### config.mk
export PLATFORM = sky130hd
export DESIGN_NAME = hs_ram_arbiter
export DESIGN_NICKNAME = d
export VERILOG_FILES = /design/src/rtl/hs_ram_arbiter.sv
export SDC_FILE = /design/constraint.sdc
export NUM_CORES = 1
export LEC_CHECK = 0
export BUFFER_PORTS_ARGS = -buffer_cell sky130_fd_sc_hd__buf_2
export CAP_MARGIN = 20
export CORE_MARGIN = 1.5
export CORE_UTILIZATION = 33
export CTS_CLUSTER_DIAMETER = 150
export DETAILED_ROUTE_END_ITERATION = 10
export PLACE_DENSITY = 0.83
export SKIP_LAST_GASP = 1
export SYNTH_ARGS = -nofsm -noshare
export SYNTH_HDL_FRONTEND = slang
export SYNTH_SLANG_ARGS = --single-unit
export TNS_END_PERCENT = 1
### constraint.sdc
create_clock -name clk_sys -period 1.65 [get_ports clk_sys]
set_input_delay 0.0825 -clock clk_sys [delete_from_list [all_inputs] [get_ports clk_sys]]
set_output_delay 0.0825 -clock clk_sys [all_outputs]
set_load 0.02 [all_outputs]
### src/rtl/hs_ram_arbiter.sv
// Arbitrates the game work-RAM port between the Z80 and the hiscore engine.
// Optional watchdog enabled by defining HS_ARB_WATCHDOG_EN.
module hs_ram_arbiter #(
  parameter int AW        = 16,
  parameter int SETTLE    = 4,
  parameter int WDOG_BITS = 16
) (
  input  logic          clk_sys,
  input  logic          reset,
  input  logic          pause_user,
  output logic          pause_cpu,
  input  logic          hs_read_intent,
  input  logic          hs_write_intent,
  input  logic [AW-1:0] hs_address,
  input  logic [7:0]    hs_data_in,
  input  logic          hs_write_enable,
  output logic [7:0]    hs_data_out,
  output logic          hs_grant,
  input  logic [AW-1:0] cpu_addr,
  input  logic [7:0]    cpu_dout,
  input  logic          cpu_wr,
  output logic [7:0]    cpu_din,
  output logic [AW-1:0] ram_addr,
  output logic [7:0]    ram_din,
  output logic          ram_we,
  input  logic [7:0]    ram_dout,
  output logic          wdog_err
);

  typedef enum logic [1:0] {
    ST_IDLE,
    ST_SETTLE,
    ST_GRANT,
    ST_RELEASE
  } state_t;

  localparam logic [3:0] SETTLE_LOAD = 4'(SETTLE - 1);

  if (SETTLE < 1 || SETTLE > 15 || WDOG_BITS < 2) begin : g_bad_params
    $error("hs_ram_arbiter: SETTLE must be 1..15 and WDOG_BITS at least 2");
  end

  state_t     state_reg, state_next;
  logic [3:0] settle_cnt_reg, settle_cnt_next;
  logic       prev_grant_reg;
  logic [7:0] hs_data_reg;
  logic       intent;
  logic       intent_eff;
  logic       wdog_trip;

  assign intent = hs_read_intent | hs_write_intent;

`ifdef HS_ARB_WATCHDOG_EN
  logic [WDOG_BITS-1:0] wdog_cnt_reg;
  logic                 wdog_err_reg;
  logic                 wdog_block_reg;

  assign wdog_trip  = ((state_reg == ST_SETTLE) || (state_reg == ST_GRANT)) && (&wdog_cnt_reg);
  // After a trip the engine must drop intent for a cycle before it can win again.
  assign intent_eff = intent & ~wdog_block_reg;
  assign wdog_err   = wdog_err_reg;

  always_ff @(posedge clk_sys) begin
    if (reset) begin
      wdog_cnt_reg   <= '0;
      wdog_err_reg   <= 1'b0;
      wdog_block_reg <= 1'b0;
    end else begin
      if ((state_reg == ST_SETTLE) || (state_reg == ST_GRANT))
        wdog_cnt_reg <= wdog_cnt_reg + 1'b1;
      else
        wdog_cnt_reg <= '0;
      if (wdog_trip) begin
        wdog_err_reg   <= 1'b1;
        wdog_block_reg <= 1'b1;
      end else if (!intent) begin
        wdog_block_reg <= 1'b0;
      end
    end
  end
`else
  assign wdog_trip  = 1'b0;
  assign intent_eff = intent;
  assign wdog_err   = 1'b0;
`endif

  always_ff @(posedge clk_sys) begin
    if (reset) begin
      state_reg      <= ST_IDLE;
      settle_cnt_reg <= '0;
      prev_grant_reg <= 1'b0;
      hs_data_reg    <= 8'h00;
    end else begin
      state_reg      <= state_next;
      settle_cnt_reg <= settle_cnt_next;
      prev_grant_reg <= (state_reg == ST_GRANT);
      // RAM has one cycle of read latency, so capture one cycle after GRANT.
      if (prev_grant_reg)
        hs_data_reg <= ram_dout;
    end
  end

  always_comb begin
    state_next      = state_reg;
    settle_cnt_next = settle_cnt_reg;
    case (state_reg)
      ST_IDLE: begin
        if (intent_eff) begin
          state_next      = ST_SETTLE;
          settle_cnt_next = SETTLE_LOAD;
        end
      end
      ST_SETTLE: begin
        if (wdog_trip || !intent_eff)
          state_next = ST_RELEASE;
        else if (settle_cnt_reg == 4'd0)
          state_next = ST_GRANT;
        else
          settle_cnt_next = settle_cnt_reg - 4'd1;
      end
      ST_GRANT: begin
        if (wdog_trip || !intent_eff)
          state_next = ST_RELEASE;
      end
      ST_RELEASE: state_next = ST_IDLE;
      default:    state_next = ST_IDLE;
    endcase
  end

  // SETTLE keeps the CPU on the port so an in-flight write can still land.
  always_comb begin
    ram_addr = cpu_addr;
    ram_din  = cpu_dout;
    ram_we   = cpu_wr;
    case (state_reg)
      ST_GRANT: begin
        ram_addr = hs_address;
        ram_din  = hs_data_in;
        ram_we   = hs_write_enable;
      end
      ST_RELEASE: ram_we = 1'b0;
      default: ;
    endcase
  end

  assign pause_cpu   = pause_user | (state_reg != ST_IDLE);
  assign hs_grant    = (state_reg == ST_GRANT);
  assign hs_data_out = hs_data_reg;
  assign cpu_din     = ram_dout;

endmodule
==> metrics.yaml <==
synth_cell_types: 32
final.min_clock_period_ps: 1750
vias: 1246
tns_ps: -1920
power_leakage_nw: 0.971
rsz0062_at_grt: "yes"
finalCritPeriodShare_pct: 106
finalHoldViolCount: 0
io_buffers: 105
synthArstFlopShare_pct: 0
regArea_um2: 303
num_rows: 20
fin_ws_ps: -98.7
grt_max_degree: 17
num-nets-final: 297
intPower_mw: 1.66
clk_path_buf_depth: 2
clock_latency_ps: 280
die_y_um: 60.9
grt_antenna_before_repair: 0
hold_buffers: 0
syn-cell-area_um2: 1100
pwr-share-clk_pct: 7.4
synth.most_common_cell: "mux2_2"
synth_area_leader_cell: "dfxtp_1"
finish.utilization_pct: 63.3
max_slew_margin_pct: 67.0
synth.net_count: 184
drt-vias-per-instance: 4.60
crit_cells: 7
ys.flop_type: "dfxtp_1"
power.switching_mw: 1.16
hold_path.class: "input pin to flop"
yosysWarnings: 0
dp_slack_ps: -9.97
cts_tree: "built"
synthTopCellsByArea: "dfxtp_1 27%, mux2_2 24%, mux2i_1 8.2%"
h-tree-depth: 1
cp-end-kind: "flop"
dpl.hpwl_mm: 2.44
status: "finished with violations"
worst-path-buf-inv: 2
startpoint_type: "flop"
synth_edf_count: 0
yosys.area.top_type_share_pct: 27.2
fillers: 248
area_growth_pct: 79.3
whs_path_depth: 3
cts_made_buffers: 3
grt_pass1_vias: 1177
post-route-cell-area_um2: 1980
first_iter_violations: 31
drive_above_1_share_pct: 70.9
slew_violations: 0
powerDensity_nw_per_um2: 1420
cts_root_buf: "clkbuf_4"
drc: 0
cpLargestDelayFamily: "compound AO/OA/AOI/OAI gates"
grt_pass1_wl_mm: 5.13
start_util_pct: 35.3
r2r_cells: 7
design.die.area_um2: 3700
p_comb_share_pct: 74.1
largest_register_ffs: 8
n_antenna_cell: 0
ir_worst_vdd_mv: 0.575
antenna_left: 0
crit_required_ps: 1800
crit_arrival_ps: 1900
slowest_delay_ps: 430
fin_hold_ws_ps: 43.7
ios: 107
cts_sinks: 15
switching_share_pct: 41.0
final_cells: 271
violations: "negative setup slack"
grt.overflow.total: 0
pwr-share-seq_pct: 18.5
crit_type: "flop to flop"
coreArea_um2: 3130
fin_worst_skew_ps: 0.547
worstPathMaxFanout: 4
crit_chain: "inv_2 -> buf_4 -> ha_1 -> or3b_1 -> o211ai_1 -> a2111oi_0 -> a211oi_1"
cpMaxStageDelayCell: "a2111oi_0"
wl_per_cell_um: 12.6
clock.fmax_ghz: 0.572
first_pass_iters: 4
multiInputGateArea_um2: 734
syn-instance-count: 115
dpl-instance-area_um2: 1670
cap_violations: 0
synth_seq_area_share_pct: 27.2
gr-usage-all-layers_pct: 18.4
gp_routability_congestion: 0.721
finalWirelength_mm: 3.41
avgSynthCellArea_um2: 9.61
dp_cells: 258
setup_violations: 27
synth_commonest_cells: "24 x mux2_2, 15 x dfxtp_1, 13 x nor2_1, 9 x buf_4, 9 x mux2i_1"
synth-seq-cells: 15
p_total_mw: 2.82
die_w_um: 60.9
tightestPinTransition_ps: 482
path_clk_slew_ps: 90
==> what timing repair did <==
item                                    CTS  global route
gates resized for setup                  45             1
pin swaps                                 1             2
buffers inserted                          7             0
cloned                                    3             0
endpoints found under the setup margin   27            31
==> placed cells by master (no fill, tap or decap), types with 3 or more instances in the layout <==
| cell type | instances |
|---|---|
| mux2i_1 | 9 |
| buf_6 | 18 |
| a21oi_1 | 3 |
| ha_1 | 5 |
| nor2_1 | 13 |
| mux2_2 | 22 |
| clkbuf_4 | 3 |
| buf_16 | 3 |
| dfxtp_1 | 13 |
| buf_4 | 10 |
| buf_2 | 89 |
| inv_1 | 3 |
==> cell families (layout without fill, tap and decap cells) <==
| family | count (synthesis) | count (layout) | synth area share [%] |
|---|---|---|---|
| mux | 33 | 33 | 32.6 |
| simple gates | 26 | 26 | 12.6 |
| buf+inv | 18 | 130 | 9.51 |
| compound gates | 16 | 16 | 11.0 |
| flops | 15 | 15 | 27.2 |
| fa+ha+maj | 6 | 6 | 6.79 |
| other cells | 1 | 1 | 0.339 |
==> cell type report <==
class                   count  area share, %
repair buffers            122           42.7
multi-input cells          82           37.1
flip-flops and latches     15           15.3
well taps                  44           2.78
clock buffers               3           1.14
inverters                   4          0.758
clock inverters             1          0.253
==> per-layer routing <==
metal	vias up	share of wire [%]	global-route usage, %
li1	628	-	-
met1	577	40	22.3
met2	39	56	33.8
met3	2	4.3	4.48
met4	0	0.26	1.86
met5	-	0	0
==> power by group through the flow <==
stage	Sequential, mW	Combinational (mW)	Clock, mW
final	0.521	2.09	0.208
after global routing	0.531	2.22	0.234
after CTS	0.518	2.06	0.216
after detailed placement	0.522	1.52	0
after global placement	0.519	1.50	0
after floorplan	0.529	1.02	0
==> final timing paths <==
check / end / startpoint / slack [ps]
worst min-delay path: hs_data_out[5] / ram_dout[5] / 40
worst min register to register: hs_data_out[1] / hs_data_out[1] / 490
worst max register to register: state_reg[0] / state_reg[0] / -100
worst max-delay path: state_reg[0] / state_reg[0] / -100
==> worst reg2reg max path, cell delays in order (launching register included) <==
cell	delay [ps]
dfxtp_2	350
inv_2	40
buf_4	120
ha_1	230
or3b_1	170
o211ai_1	160
a2111oi_0	430
a211oi_1	110
Note: power is estimated with default switching activity, not from simulation.
